--- src/rtl/mac_pkg.sv ---
// Shared defaults and sizing helpers for the MAC accumulator.
// Imported by the accumulator top and its output holding register.
package mac_pkg;

  localparam int DEF_PROD_W = 64;
  localparam int DEF_LEN    = 4;

  function automatic int cnt_w(input int len);
    return $clog2(len);
  endfunction

  localparam int DEF_ACC_W = DEF_PROD_W + cnt_w(DEF_LEN);

endpackage

--- src/rtl/sum_hold_reg.sv ---
// Output register for a completed sum with valid/ready hold.
// A load always wins over a take in the same cycle.
module sum_hold_reg
  import mac_pkg::*;
#(
  parameter int W = DEF_ACC_W
) (
  input  logic         clk,
  input  logic         rst,
  input  logic         load_i,
  input  logic [W-1:0] data_i,
  input  logic         take_i,
  output logic         valid_o,
  output logic [W-1:0] data_o
);

  logic         valid_q, valid_d;
  logic [W-1:0] data_q, data_d;

  always_comb begin
    valid_d = valid_q;
    data_d  = data_q;
    if (load_i) begin
      valid_d = 1'b1;
      data_d  = data_i;
    end else if (valid_q && take_i) begin
      valid_d = 1'b0;
    end
  end

  always_ff @(posedge clk) begin
    if (rst) begin
      valid_q <= 1'b0;
      data_q  <= '0;
    end else begin
      valid_q <= valid_d;
      data_q  <= data_d;
    end
  end

  assign valid_o = valid_q;
  assign data_o  = data_q;

endmodule

--- src/rtl/mac_accumulator.sv ---
// Sums LEN unsigned products into one dot-product result.
// Next vector keeps accumulating while the previous sum waits.
module mac_accumulator
  import mac_pkg::*;
#(
  parameter int PROD_W = DEF_PROD_W,
  parameter int LEN    = DEF_LEN,
  parameter int ACC_W  = PROD_W + cnt_w(LEN)
) (
  input  logic                   clk,
  input  logic                   rst,
  input  logic [PROD_W-1:0]      in_product,
  input  logic                   in_valid,
  output logic                   in_ready,
  input  logic                   flush,
  output logic [ACC_W-1:0]       out_sum,
  output logic                   out_valid,
  input  logic                   out_ready,
  output logic [cnt_w(LEN)-1:0]  count
);

  localparam int CW = cnt_w(LEN);
  localparam logic [CW-1:0] LAST = CW'(LEN - 1);

  logic [CW-1:0]    cnt_q, cnt_d;
  logic [ACC_W-1:0] acc_q, acc_d;
  logic [ACC_W-1:0] prod_x, sum_x;
  logic             last, accept, complete;

  assign prod_x = ACC_W'(in_product);
  assign sum_x  = acc_q + prod_x;
  assign last   = (cnt_q == LAST);

  // Only the completing element waits on a still-occupied output.
  assign in_ready = !rst && !flush
                 && !(last && out_valid && !out_ready);
  assign accept   = in_valid && in_ready;
  assign complete = accept && last;

  always_comb begin
    cnt_d = cnt_q;
    acc_d = acc_q;
    if (flush) begin
      cnt_d = '0;
      acc_d = '0;
    end else if (accept) begin
      if (last) begin
        cnt_d = '0;
        acc_d = '0;
      end else begin
        cnt_d = cnt_q + CW'(1);
        acc_d = (cnt_q == '0) ? prod_x : sum_x;
      end
    end
  end

  always_ff @(posedge clk) begin
    if (rst) begin
      cnt_q <= '0;
      acc_q <= '0;
    end else begin
      cnt_q <= cnt_d;
      acc_q <= acc_d;
    end
  end

  sum_hold_reg #(
    .W (ACC_W)
  ) u_hold (
    .clk     (clk),
    .rst     (rst),
    .load_i  (complete),
    .data_i  (sum_x),
    .take_i  (out_ready),
    .valid_o (out_valid),
    .data_o  (out_sum)
  );

  assign count = cnt_q;

endmodule

--- config.mk ---
export PLATFORM = sky130hd
export DESIGN_NAME = mac_accumulator
export DESIGN_NICKNAME = d
export VERILOG_FILES = /design/src/rtl/mac_pkg.sv /design/src/rtl/sum_hold_reg.sv /design/src/rtl/mac_accumulator.sv
export SDC_FILE = /design/constraint.sdc
export NUM_CORES = 1
export LEC_CHECK = 0
export BUFFER_PORTS_ARGS = -buffer_cell sky130_fd_sc_hd__buf_2
export CAP_MARGIN = 40
export CELL_PAD_IN_SITES_DETAIL_PLACEMENT = 1
export CELL_PAD_IN_SITES_GLOBAL_PLACEMENT = 1
export CORE_MARGIN = 4
export CORE_UTILIZATION = 43
export CTS_CLUSTER_SIZE = 12
export DETAILED_ROUTE_END_ITERATION = 10
export GPL_TIMING_DRIVEN = 0
export PLACE_DENSITY_LB_ADDON = 0.1
export SYNTH_ARGS = -nofsm -noshare
export SYNTH_HDL_FRONTEND = slang
export SYNTH_HIERARCHICAL = 1
export SYNTH_SLANG_ARGS = --single-unit
--- constraint.sdc ---
create_clock -name clk -period 4.39 [get_ports clk]
set_input_delay 0.878 -clock clk [delete_from_list [all_inputs] [get_ports clk]]
set_output_delay 0.878 -clock clk [all_outputs]
set_load 0.02 [all_outputs]
==> summary.log <==
INFO  sta            drv_slew=0
INFO  outcome        outcome=completed
INFO  critical_path  path_max_fanout=6
INFO  yosys          synth_edf_count=0
INFO  clocking       postCtsHoldBufs=0
INFO  yosys          synthesis.nets=1251
INFO  finish         syn_to_final_growth=17.6%
INFO  sta            rsz_0062_raised_after_global_routing=false
INFO  sta            final_min_period_over_clock_period=0.938
INFO  die            die_width=154um
INFO  finish         number_of_filler_cells_placed_in_the_layout=2653
INFO  clocking       cts_setup_buffers=0
INFO  clocking       clock_tree.htree_level_count=4
INFO  finish         layout.cell_area.non_filler=10800um2
INFO  pwr            switching_share=0.310
INFO  placed_design  gp_routability_congestion=0.892
INFO  yosys          number_of_synthesis_warnings=6
INFO  die            initial_utilization=0.436
INFO  placed_design  placement.io_buffers=138
INFO  route          drt-wirelength-per-cell=19.6um
INFO  route          drt-pass1-iter-count=4
INFO  clocking       cts-root-buf=sky130_fd_sc_hd__clkbuf_16
INFO  global_routing antenna_found_initial=0
INFO  sta            max_freq=243MHz
INFO  yosys          synth.yosys.seq_area_share=0.295
INFO  critical_path  r2r_slack=0.53ns
INFO  die            top_level_ports=139
INFO  sta            final-setup-viol-count=0
INFO  sta            worstMarginPinSlew=0.847ns
INFO  route          drt_first_iter_violations=453
INFO  pwr            pwr-share-comb=0.174
INFO  placed_design  detailed_place.area=10200um2
INFO  yosys          synthesized_area=9170um2
INFO  global_routing maximum_number_of_pins_on_one_net_before_global_route_repair=17
INFO  die            design.die.area=23700um2
INFO  global_routing overflow=0
INFO  sta            finalWorstSetupSlack=0.270ns
INFO  pwr            power.density=295nW/um2
INFO  yosys          synth_area_per_cell=8.23um2
INFO  route          routed_via_density=5.65
INFO  pwr            power.leakage=4.57nW
INFO  die            core_region_area=21000um2
INFO  yosys          synthesis.instances=1115
INFO  sta            final_period_minus_worst_setup_slack=4.12ns
INFO  yosys          async_set_reset_flop_share_out_of_synthesis=0
INFO  clocking       cts-buffers-inserted=17
INFO  pwr            sequential_share_of_power=0.395
INFO  global_routing grt_pass1_wl=48800um
INFO  finish         layout_commonest_cell=sky130_fd_sc_hd__buf_2
INFO  worst_hold_path hold_path_class=reg -> reg
INFO  finish         final_nets=1410
INFO  critical_path  worstPathRequired=4.70ns
INFO  critical_path  worst_ep_arrival_time=4.43ns
INFO  clocking       cts_sinks=135
INFO  placed_design  place.detailed.hpwl=24000um
INFO  route          drt_wl_total=30600um
INFO  sta            timing.max_slew.rel_slack=0.436
INFO  clocking       clock_slew_at_the_register_clock_pins_of_the_worst_setup_and_hold_paths=0.07ns
INFO  yosys          yosysUniqueCellTypes=81
INFO  yosys          yosys_register_bits=135
INFO  pwr            power.net_switching=0.985mW
INFO  pwr            p_int=2.20mW
INFO  critical_path  cp_class=in -> reg
INFO  die            dieHeight=154um
INFO  pwr            clock_power_share=0.431
INFO  clocking       cts_tree=done
INFO  critical_path  startpoint_type=input pin
INFO  critical_path  critPathCaptureType=flop
INFO  pwr            max-vdd-ir-drop=0.230mV
INFO  route          routed-via-count=8825
INFO  global_routing global_route.usage.total=0.255
INFO  clocking       clk_latency=0.43ns
INFO  die            row_count=53
INFO  route          drcViolationCount=0
INFO  finish         final_design_utilization=0.513
INFO  flow_run       maxCapViolCount=0
INFO  global_routing first_global_vias=9000
INFO  clocking       post_cts_resized=0
INFO  finish         layout.cells.most_common_list=145 x sky130_fd_sc_hd__buf_2, 140 x sky130_fd_sc_hd__nor2_1, 135 x sky130_fd_sc_hd__dfxtp_1
INFO  sta            report.final.hold_viol_count=0
INFO  finish         proportion_of_layout_cells_with_a_drive_suffix_above_1=0.169
INFO  clocking       clock_tree.buffer_depth=2
INFO  finish         antenna_cells_inserted=0
INFO  route          antenna_left=0
INFO  yosys          postSynth.topFlopCell=sky130_fd_sc_hd__dfxtp_1
INFO  placed_design  placement.setup.worst_slack=-0.0691ns
INFO  sta            final.setup_skew=0.0109ns
==> Yosys cell counts, types with 5 or more instances <==
| cell type | instances | area (um2) |
|---|---|---|
| sky130_fd_sc_hd__xnor2_1 | 39 | 342 |
| sky130_fd_sc_hd__a22o_1 | 5 | 43.8 |
| sky130_fd_sc_hd__o21ai_1 | 6 | 30.0 |
| sky130_fd_sc_hd__a21oi_1 | 115 | 576 |
| sky130_fd_sc_hd__nand3_1 | 14 | 70.1 |
| sky130_fd_sc_hd__o31ai_1 | 5 | 37.5 |
| sky130_fd_sc_hd__a32oi_1 | 13 | 114 |
| sky130_fd_sc_hd__a21o_1 | 28 | 210 |
| sky130_fd_sc_hd__nor2b_1 | 7 | 43.8 |
| sky130_fd_sc_hd__buf_2 | 7 | 35.0 |
| sky130_fd_sc_hd__dfxtp_1 | 135 | 2700 |
| sky130_fd_sc_hd__o21a_1 | 10 | 75.1 |
| sky130_fd_sc_hd__xor2_1 | 24 | 210 |
| sky130_fd_sc_hd__nand4_1 | 22 | 138 |
| sky130_fd_sc_hd__mux2i_1 | 103 | 1030 |
| sky130_fd_sc_hd__clkbuf_1 | 49 | 184 |
| sky130_fd_sc_hd__nor2_1 | 140 | 526 |
| sky130_fd_sc_hd__a31oi_1 | 8 | 50.1 |
| sky130_fd_sc_hd__ha_1 | 66 | 826 |
| sky130_fd_sc_hd__o21bai_1 | 15 | 113 |
| sky130_fd_sc_hd__o21ai_0 | 55 | 275 |
| sky130_fd_sc_hd__nor3_1 | 12 | 60.1 |
| sky130_fd_sc_hd__inv_1 | 25 | 93.8 |
| sky130_fd_sc_hd__a211oi_1 | 6 | 45.0 |
| sky130_fd_sc_hd__nand2_1 | 110 | 413 |
==> cell type report <==
type	instances	area, um2	share of cell area
Multi-Input combinational cell	885	6030	0.559
Sequential cell	135	2700	0.251
Timing Repair Buffer	140	713	0.0661
Clock buffer	20	457	0.0424
Buffer	69	345	0.0320
Tap cell	275	344	0.0319
Inverter	26	97.6	0.00905
Clock inverter	12	96.3	0.00894
==> routing by layer <==
layer	track usage	wire, um	up-vias
li1	-	-	4329
met1	0.334	14000	4280
met2	0.444	14900	187
met3	0.0349	1250	29
met4	0.0589	464	0
met5	0	0	-
==> power groups by stage <==
stage / logic (mW) / registers (mW) / clock network (mW)
3_3_place_gp: 0.538 / 1.28 / 0
6_report: 0.553 / 1.26 / 1.37
2_1_floorplan: 0.369 / 1.28 / 0
4_1_cts: 0.551 / 1.25 / 1.40
5_1_grt: 0.610 / 1.26 / 1.45
3_5_place_dp: 0.547 / 1.28 / 0
==> logic make-up (layout without fill, tap and decap cells) <==
logic type | Yosys count | count (layout) | share of synthesized area
xor gates and xnor gates | 63 | 63 | 0.0602
muxes | 107 | 107 | 0.117
and+or+nand+nor | 331 | 331 | 0.157
adders and majority gates | 67 | 67 | 0.0922
AOI/OAI and AO/OA | 317 | 317 | 0.230
DFF | 135 | 135 | 0.295
buffers and inverters | 95 | 267 | 0.0483
==> through the flow <==
step	std cells	hold WS [ns]	total power [mW]	TNS, ns
after floorplan	1115	0.429	1.65	0
after global placement	1528	0.441	1.82	-0.112
after detailed placement	1530	0.454	1.83	-0.159
after CTS	1562	0.470	3.21	0
after global routing	1562	0.492	3.32	0
final	1562	0.467	3.18	0
==> state kept, by name, indices dropped and copies added (netlist names) <==
name / count
count: 2
acc_q: 66
u_hold/valid_o: 1
u_hold/data_o: 66
==> critical path, stage by stage <==
cell and delay (ns):
sky130_fd_sc_hd__buf_2 0.11, sky130_fd_sc_hd__ha_1 0.38, sky130_fd_sc_hd__a21oi_1 0.28, sky130_fd_sc_hd__o21ai_1 0.14, sky130_fd_sc_hd__a31oi_2 0.33, sky130_fd_sc_hd__a21oi_2 0.17, sky130_fd_sc_hd__o2111ai_2 0.39, sky130_fd_sc_hd__a2111oi_2 0.13
sky130_fd_sc_hd__nor3_1 0.64, sky130_fd_sc_hd__o21ai_2 0.14, sky130_fd_sc_hd__a21boi_2 0.30, sky130_fd_sc_hd__o21a_1 0.23, sky130_fd_sc_hd__xnor2_1 0.10, sky130_fd_sc_hd__mux2i_1 0.14, sky130_fd_sc_hd__nor2_1 0.05
==> worst paths after layout <==
path | from | end | cells after the start
min reg2reg | acc_q[19] | acc_q[19] | 2
max reg2reg | acc_q[8] | u_hold/data_o[65] | 14
max | in_product[8] | u_hold/data_o[65] | 15
min | acc_q[19] | acc_q[19] | 2
Note: power is estimated with default switching activity, not from simulation.
